File: src/rtl/bin2bcd_serial_pkg.sv
// bin2bcd_serial_pkg
// Shared definitions for the serial binary-to-BCD converter:
//   - state_t : two-state controller encoding (IDLE / CONV)
//   - maxBcd  : constant function giving the largest value representable
//               in a given number of BCD digits (10^digits - 1)
package bin2bcd_serial_pkg;

  typedef enum logic {
    IDLE = 1'b0,
    CONV = 1'b1
  } state_t;

  // Usable in localparam expressions, so the overflow threshold tracks
  // the DIGITS parameter of whichever instance imports this package.
  function automatic int unsigned maxBcd(input int unsigned digits);
    int unsigned r;
    r = 1;
    for (int unsigned k = 0; k < digits; k++) begin
      r = r * 10;
    end
    return r - 1;
  endfunction

endpackage

File: src/rtl/bin2bcd_serial_bcd_add3.sv
// bcd_add3
// One double-dabble correction cell: a BCD digit of 5 or more gets 3 added
// so that the following left shift carries correctly into the next digit.
// Ports:
//   i_digit : 4-bit BCD digit before correction
//   o_digit : 4-bit corrected digit
module bcd_add3 (
  input  logic [3:0] i_digit,
  output logic [3:0] o_digit
);

  assign o_digit = (i_digit >= 4'd5) ? (i_digit + 4'd3) : i_digit;

endmodule

File: src/rtl/bin2bcd_serial.sv
// bin2bcd_serial
// Serial double-dabble binary-to-BCD converter, one bit per clock.
// A conversion takes BIN_W cycles after start is accepted; results and the
// overflow flag are held between completions.
// Parameters:
//   BIN_W  : binary input width (4..16)
//   DIGITS : number of BCD output digits (1..5)
//   SAT    : 1 = saturate to all nines on overflow, 0 = wrap mod 10^DIGITS
// Ports:
//   clk      : clock, rising edge
//   rst_n    : asynchronous active-low reset
//   start    : request a conversion (ignored while busy)
//   bin_in   : unsigned binary value, sampled when start is accepted
//   busy     : conversion in progress
//   done     : one-cycle pulse when bcd_out/overflow are freshly updated
//   bcd_out  : packed BCD result, least significant digit in [3:0]
//   overflow : last converted value exceeded 10^DIGITS - 1
module bin2bcd_serial
  import bin2bcd_serial_pkg::*;
#(
  parameter int BIN_W  = 7,
  parameter int DIGITS = 2,
  parameter int SAT    = 1
) (
  input  logic                  clk,
  input  logic                  rst_n,
  input  logic                  start,
  input  logic [BIN_W-1:0]      bin_in,
  output logic                  busy,
  output logic                  done,
  output logic [4*DIGITS-1:0]   bcd_out,
  output logic                  overflow
);

  localparam int                 CNT_W     = $clog2(BIN_W + 1);
  localparam int                 BCD_W     = 4 * DIGITS;
  localparam logic [31:0]        MAX_VAL   = 32'(maxBcd(DIGITS));
  localparam logic [BCD_W-1:0]   ALL_NINES = {DIGITS{4'h9}};
  localparam logic [CNT_W-1:0]   STEPS     = CNT_W'(BIN_W);

  state_t                    r_state;
  state_t                    w_nextState;
  logic [BIN_W-1:0]          r_bin;
  logic [BCD_W-1:0]          r_scratch;
  logic [CNT_W-1:0]          r_cnt;
  logic                      r_ovfNext;
  logic                      r_done;
  logic [BCD_W-1:0]          r_bcd;
  logic                      r_ovf;
  logic [BCD_W-1:0]          w_adj;
  logic [BCD_W+BIN_W-1:0]    w_shift;
  logic                      w_accept;
  logic                      w_lastStep;

  // One correction cell per digit; there is no cell above the top digit,
  // so whatever shifts out of it is dropped and the result wraps mod 10^DIGITS.
  for (genvar g = 0; g < DIGITS; g++) begin : g_digit
    bcd_add3 u_add3 (
      .i_digit (r_scratch[4*g +: 4]),
      .o_digit (w_adj[4*g +: 4])
    );
  end

  assign w_shift    = {w_adj, r_bin} << 1;
  assign w_accept   = (r_state == IDLE) && start;
  assign w_lastStep = (r_state == CONV) && (r_cnt == CNT_W'(1));

  // State register
  always_ff @(posedge clk or negedge rst_n) begin
    if (!rst_n) begin
      r_state <= IDLE;
    end else begin
      r_state <= w_nextState;
    end
  end

  // Next-state logic: leave CONV on the edge that performs the last step
  always_comb begin
    w_nextState = r_state;
    unique case (r_state)
      IDLE:    if (start)      w_nextState = CONV;
      CONV:    if (w_lastStep) w_nextState = IDLE;
      default: w_nextState = IDLE;
    endcase
  end

  // Datapath: capture on accept, shift during CONV, publish on the last step.
  // Published outputs are only written on completion, so they stay frozen
  // for the whole conversion.
  always_ff @(posedge clk or negedge rst_n) begin
    if (!rst_n) begin
      r_bin     <= '0;
      r_scratch <= '0;
      r_cnt     <= '0;
      r_ovfNext <= 1'b0;
      r_done    <= 1'b0;
      r_bcd     <= '0;
      r_ovf     <= 1'b0;
    end else begin
      r_done <= 1'b0;
      if (w_accept) begin
        r_bin     <= bin_in;
        r_scratch <= '0;
        r_cnt     <= STEPS;
        r_ovfNext <= (32'(bin_in) > MAX_VAL);
      end else if (r_state == CONV) begin
        r_scratch <= w_shift[BIN_W +: BCD_W];
        r_bin     <= w_shift[BIN_W-1:0];
        r_cnt     <= r_cnt - CNT_W'(1);
        if (w_lastStep) begin
          r_done <= 1'b1;
          r_ovf  <= r_ovfNext;
          r_bcd  <= ((SAT != 0) && r_ovfNext) ? ALL_NINES : w_shift[BIN_W +: BCD_W];
        end
      end
    end
  end

  assign busy     = (r_state == CONV);
  assign done     = r_done;
  assign bcd_out  = r_bcd;
  assign overflow = r_ovf;

endmodule

File: config.mk
export PLATFORM = sky130hd
export DESIGN_NAME = bin2bcd_serial
export DESIGN_NICKNAME = d
export VERILOG_FILES = /design/src/rtl/bin2bcd_serial_pkg.sv /design/src/rtl/bin2bcd_serial_bcd_add3.sv /design/src/rtl/bin2bcd_serial.sv
export SDC_FILE = /design/constraint.sdc
export NUM_CORES = 1
export LEC_CHECK = 0
export BUFFER_PORTS_ARGS = -buffer_cell sky130_fd_sc_hd__buf_2
export CORE_ASPECT_RATIO = 0.75
export CORE_MARGIN = 2
export CORE_UTILIZATION = 45
export DETAILED_ROUTE_END_ITERATION = 6
export GPL_TIMING_DRIVEN = 0
export PLACE_DENSITY = 0.65
export RECOVER_POWER = 25
export REMOVE_ABC_BUFFERS = 1
export SYNTH_ARGS = -nofsm -noshare
export SYNTH_HDL_FRONTEND = slang
export SYNTH_HIERARCHICAL = 1
export SYNTH_SLANG_ARGS = --single-unit
export TNS_END_PERCENT = 30
File: constraint.sdc
create_clock -name clk -period 4 [get_ports clk]
set_input_delay 0.8 -clock clk [delete_from_list [all_inputs] [get_ports clk]]
set_output_delay 0.8 -clock clk [all_outputs]
set_load 0.01 [all_outputs]
==> results of run 1 <==
==> worst min-delay path: stages (launching register included) <==
cell and delay, ns:
dfrtp_1 0.34, nand2_1 0.05, o21ai_0 0.06
==> per-stage QoR <==
stage	cell area (um^2)	instances	utilization (%)	power (mW)
after global placement	1560	181	52.0	1.08
after CTS	1640	188	54.5	1.34
final	1630	188	54.5	1.32
after detailed placement	1560	181	52.0	1.11
after floorplan	1410	123	-	0.953
after global routing	1630	188	54.5	1.44
==> flip-flops by register name, summed over array words and instances (netlist names) <==
register	cells
done	1
r_cnt	3
bcd_out	8
r_ovfNext	1
busy	1
r_scratch	8
overflow	1
r_bin	7
==> layout make-up <==
class | count | area (um^2)
repair buffers | 20 | 98.8
clock buffers | 7 | 76.3
inverters | 10 | 37.5
fillers | 254 | 1370
well taps | 38 | 47.5
multi-input cells | 83 | 623
flip-flops and latches | 30 | 751
==> where the power goes <==
part	switching [mW]	internal, mW
Clock	0.100	0.119
Sequential	0.126	0.435
Combinational	0.253	0.287
==> metal layers <==
layer	share of wire (%)	GRT usage (%)
met2	46	25.6
met1	50	19.7
met5	0	0
met4	1.4	7.84
met3	2.7	5.14
==> worst max path at each step <==
stage | from | endpoint | slack, ns | cells after the start
6_report | busy | busy | 1.74 | 1
5_1_grt | busy | busy | 1.66 | 1
4_1_cts | busy | busy | 1.75 | 1
3_5_place_dp | busy | bcd_out[5] | 1.90 | 2
3_3_place_gp | busy | bcd_out[5] | 1.89 | 2
2_1_floorplan | busy | bcd_out[5] | 2.16 | 2
==> metrics.md, run 1 <==
| Metric | Value |
|---|---|
| Max Cap Violations | `1` |
| Global-route wire length before repair | `4.35 mm` |
| Pin count of the biggest net entering global routing | `31` |
| N_diodes | `0` |
| R2R Setup Slk | `1.88 ns` |
| Hold Violations, Final | `0` |
| Crit. End Element | `output port` |
| Worst slew pin tran | `1.57 ns` |
| Buffers on Ports | `20` |
| Layout Skew | `0.00491 ns` |
| IO Count | `21` |
| Detailed Routing Iterations Pass 1 | `4` |
| Antenna-violating nets left | `0` |
| Post-detailed-route via-to-cell ratio | `5.06` |
| Worst Reg-to-Reg Cells | `2` |
| Worst path arrival time | `1.46 ns` |
| Setup TNS | `0 ns` |
| Final Worst Setup Slack | `1.74 ns` |
| Worst rel slew slack | `-4.39%` |
| Setup Viol. Count Final | `0` |
| Fmax | `0.443 GHz` |
| Synth warn | `6` |
| Status | `finished, violations left` |
| CTS root buf | `clkbuf_8` |
| Postcts setup bufs | `0` |
| Area growth syn-to-layout | `13.1%` |
| Failing checks | `capacitance limit, slew limit` |
| Routability cong. | `0.698` |
| Clock-pin slew on the worst setup and hold paths | `0.06 ns` |
| CP max stage delay | `0.91 ns` |
| DIE AREA | `0.00369 mm^2` |
| GR Overflow Total | `0` |
| Initial Utilization | `48.2%` |
| Setup CP Type | `flop to output port` |
| Layout cells sized above 1 | `22.0%` |
| Hold path endpoint | `r_bin[5]` |
| Post-cts resize count | `0` |
| Clock Latency Late Sink | `0.27 ns` |
| Die H | `53.1 um` |
| RSZ-0062 raised after global routing | `no` |
| Hpwl dp | `1.72 mm` |
| Number of global-route vias before repair | `949` |
| Delay-heaviest family, CP | `flip-flops` |
| Final net count | `166` |
| Core ar. | `0.00300 mm^2` |
| DRC violations left | `0` |
| CP max FO | `30` |
| CTS max path bufs | `2` |
| Routed len/inst | `13.2 um` |
| Row cnt | `17` |
| Hold WC Path Type | `flop to flop` |
| Post-Syn Instances | `129` |
| Post-synthesis instance area | `0.00145 mm^2` |
| Critical path required time | `3.20 ns` |
| Min Tclk post-route | `2.26 ns` |
| CP bufs+invs | `1` |
| Total CTS buffers | `5` |
| Antenna violations before repair | `0` |
| Via count | `952` |
| Final wirelength | `2.48 mm` |
| Worst r2r src | `busy` |
| Initial DRC Count | `29` |
| Syn Area/Cell | `11.2 um^2` |
| Most frequent cells in the layout | `dfrtp_1, buf_2, mux2i_1, nand2_1, inv_1` |
| Hold slack | `0.480 ns` |
| Leading cell type in the layout, fill and taps excluded | `dfrtp_1` |
| Pre-CTS setup slack | `1.90 ns` |
| H-tree depth | `2` |
| Final period util | `56.4%` |
| CP Cell Sequence | `buf_2` |
| TritonCTS clock tree | `yes` |
| Post-cts hold buffer count | `0` |
| Die X | `69.4 um` |
| Clk sink count | `30` |
| Total Routing Usage GR | `15.9%` |
| Hold Path Origin | `r_bin[4]` |
| Leak | `0.809 nW` |
| CP Launch Type | `flop` |
| Final Slew Violations | `31` |
| Reg-to-Reg End | `bcd_out[5]` |
| Hold Path Stages | `2` |
| Maximum VDD drop | `0.327 mV` |
| Slowest CP cell | `dfrtp_1` |
| PwrDens | `808 mW/mm^2` |
Note: power is estimated with default switching activity, not from simulation.
==> run 2: changes to the inputs <==
PLACE_DENSITY = 0.68   (was 0.65)
clock period = 1.9 ns   (was 4 ns; I/O delays follow)
==> run 2 against run 1 <==
  * The flow now finishes without violations
  * Critical endpoint is now bcd_out[5]
  * Non-clock buffer count unchanged
  * Die area unchanged
  * Setup slack got worse by 1.5 ns
  * Utilization increased by 0.13 points
  * Sequential share of layout area about the same
==> metrics.md, run 2 (synthesized netlist as in run 1, its figures left out) <==
| Metric | Value |
|---|---|
| Status | `completed` |
| CP max stage delay | `0.67 ns (-0.24 ns)` |
| Reg-to-Reg End | `bcd_out[5]` |
| Worst Reg-to-Reg Cells | `2 (unchanged)` |
| FF/Latch Area | `752 um^2 (+0.17%)` |
| Clock-pin slew on the worst setup and hold paths | `0.06 ns (about the same)` |
| Maximum VDD drop | `0.546 mV (+67%)` |
| Area of the multi-input gates | `624 um^2 (+0.20%)` |
| Final wirelength | `2.57 mm (+3.4%)` |
| Final Slew Violations | `0 (-100%)` |
| Slowest CP cell | `dfrtp_2` |
| Min Tclk post-route | `1.67 ns` |
| Final period util | `87.7%` |
| Worst slew pin tran | `0.667 ns (-0.899 ns)` |
| Hold WC Path Type | `input pin to asynchronous set/reset pin` |
| Die H | `53.1 um (unchanged)` |
| Crit. End Element | `flop` |
| Critical path required time | `2.06 ns (-1.14 ns)` |
| CP Launch Type | `flop` |
| Routability cong. | `0.839 (+20%)` |
| PwrDens | `1710 mW/mm^2 (+110%)` |
| Via count | `965 (+1.4%)` |
| DRC violations left | `0 (unchanged)` |
| DIE AREA | `0.00369 mm^2 (unchanged)` |
| CP max FO | `30 (unchanged)` |
| Clk sink count | `30 (unchanged)` |
| Detailed Routing Iterations Pass 1 | `4 (unchanged)` |
| Total Routing Usage GR | `15.6% (-0.30 points)` |
| CP Cell Sequence | `and3b_2, mux2_2` |
| RSZ-0062 raised after global routing | `no` |
| Finished Cell Area | `0.00164 mm^2 (+0.23%)` |
| Initial DRC Count | `45 (+55%)` |
| Initial Utilization | `48.2% (unchanged)` |
| Hold Violations, Final | `0 (unchanged)` |
| CTS max path bufs | `2 (unchanged)` |
| Antenna violations before repair | `0 (unchanged)` |
| Layout cells sized above 1 | `24.0% (+2.0 points)` |
| Worst rel slew slack | `55.6% (+60 points)` |
| Die X | `69.4 um (unchanged)` |
| Post-DP Area | `0.00156 mm^2 (unchanged)` |
| R2R Setup Slk | `0.23 ns (-1.65 ns)` |
| Pin count of the biggest net entering global routing | `31 (unchanged)` |
| CP bufs+invs | `0 (-1)` |
| Hpwl dp | `1.73 mm (+0.87%)` |
| Buffers on Ports | `20 (unchanged)` |
| Max Cap Violations | `0 (-1)` |
| Worst path arrival time | `1.83 ns (+0.37 ns)` |
| Delay-heaviest family, CP | `flip-flops` |
| Leak | `0.811 nW (+0.21%)` |
| CTS root buf | `clkbuf_8` |
| Fmax | `0.600 GHz` |
| Clock Latency Late Sink | `0.27 ns (about the same)` |
| IO Count | `21 (unchanged)` |
| GR Overflow Total | `0 (unchanged)` |
| Row cnt | `17 (unchanged)` |
| Worst r2r src | `busy` |
| Total CTS buffers | `5 (unchanged)` |
| Leading cell type in the layout, fill and taps excluded | `dfrtp_1` |
| Global-route wire length before repair | `4.26 mm (-2.0%)` |
| Most frequent cells in the layout | `dfrtp_1, buf_2, mux2i_1, nand2_1, inv_1` |
| Final net count | `166 (unchanged)` |
| Core ar. | `0.00300 mm^2 (unchanged)` |
| Layout Skew | `0.00442 ns (-0.000495 ns)` |
| Antenna-violating nets left | `0 (unchanged)` |
| Post-detailed-route via-to-cell ratio | `5.13 (+1.4%)` |
| N_diodes | `0 (unchanged)` |
| Pwr Total | `2.80 mW (+110%)` |
| TritonCTS clock tree | `yes` |
| Setup Viol. Count Final | `0 (unchanged)` |
| Setup CP Type | `flop to flop` |
| Area growth syn-to-layout | `13.3%` |
| Fillers | `255 (+0.39%)` |
| Number of global-route vias before repair | `934 (-1.6%)` |
| Routed len/inst | `13.6 um (+3.4%)` |
| H-tree depth | `2 (unchanged)` |
## run 2: changes by cell type in the layout (fill, tap and decap cells not counted)
cell,previous run,this run
and3b_1,1,0
and3b_2,0,1
buf_2,19,20
clkbuf_1,3,2
dfrtp_1,30,29
dfrtp_2,0,1
## run 2: layer usage
layer / GRT usage (%) / share of wire (%) / wire, um / vias to the layer above
met3: 5.14 / 4.9 / 127 / 5
met5: 0 / 0 / 0 / -
met1: 18.6 / 49 / 1250 / 462
met2: 26.1 / 45 / 1150 / 24
li1: - / - / - / 474
met4: 7.52 / 1.4 / 37 / 0
## run 2: report_power, final
part,switching (mW),total [mW],internal (mW)
Sequential,0.269,1.19,0.918
Combinational,0.546,1.15,0.605
Clock,0.212,0.464,0.251
Total,1.03,2.80,1.77
## run 2: through the flow
step                utilization [%]  hold WS, ns  instances  setup TNS, ns  setup slack [ns]
finish                         54.6        0.136        188              0             0.233
global route                   54.6        0.192        188              0             0.132
CTS                            54.6        0.154        188              0            0.0575
detailed placement             52.0        0.449        181         -0.966            -0.219
global placement               52.0        0.437        181         -0.594            -0.159
floorplan                         -       0.0844        123              0            0.0624
## run 2: timing repair
item                       CTS  global route
resized for setup            1             1
hold buffers                 0             0
setup endpoints to repair    9             5
setup buffers                0             0
## run 2: cell type report
type | instances | share of cell area [%]
clock buffer | 7 | 4.66
inverter | 10 | 2.29
multi-input combinational | 83 | 38.1
sequential | 30 | 45.9
tap | 38 | 2.90
timing repair buffer | 20 | 6.11
## run 2: worst max path at each step
stage	startpoint	endpoint	cells after the start
after detailed placement	busy	bcd_out[5]	2
after global placement	busy	bcd_out[5]	2
after floorplan	busy	bcd_out[5]	2
after CTS	busy	bcd_out[5]	2
after global routing	busy	bcd_out[5]	2
final	busy	bcd_out[5]	2
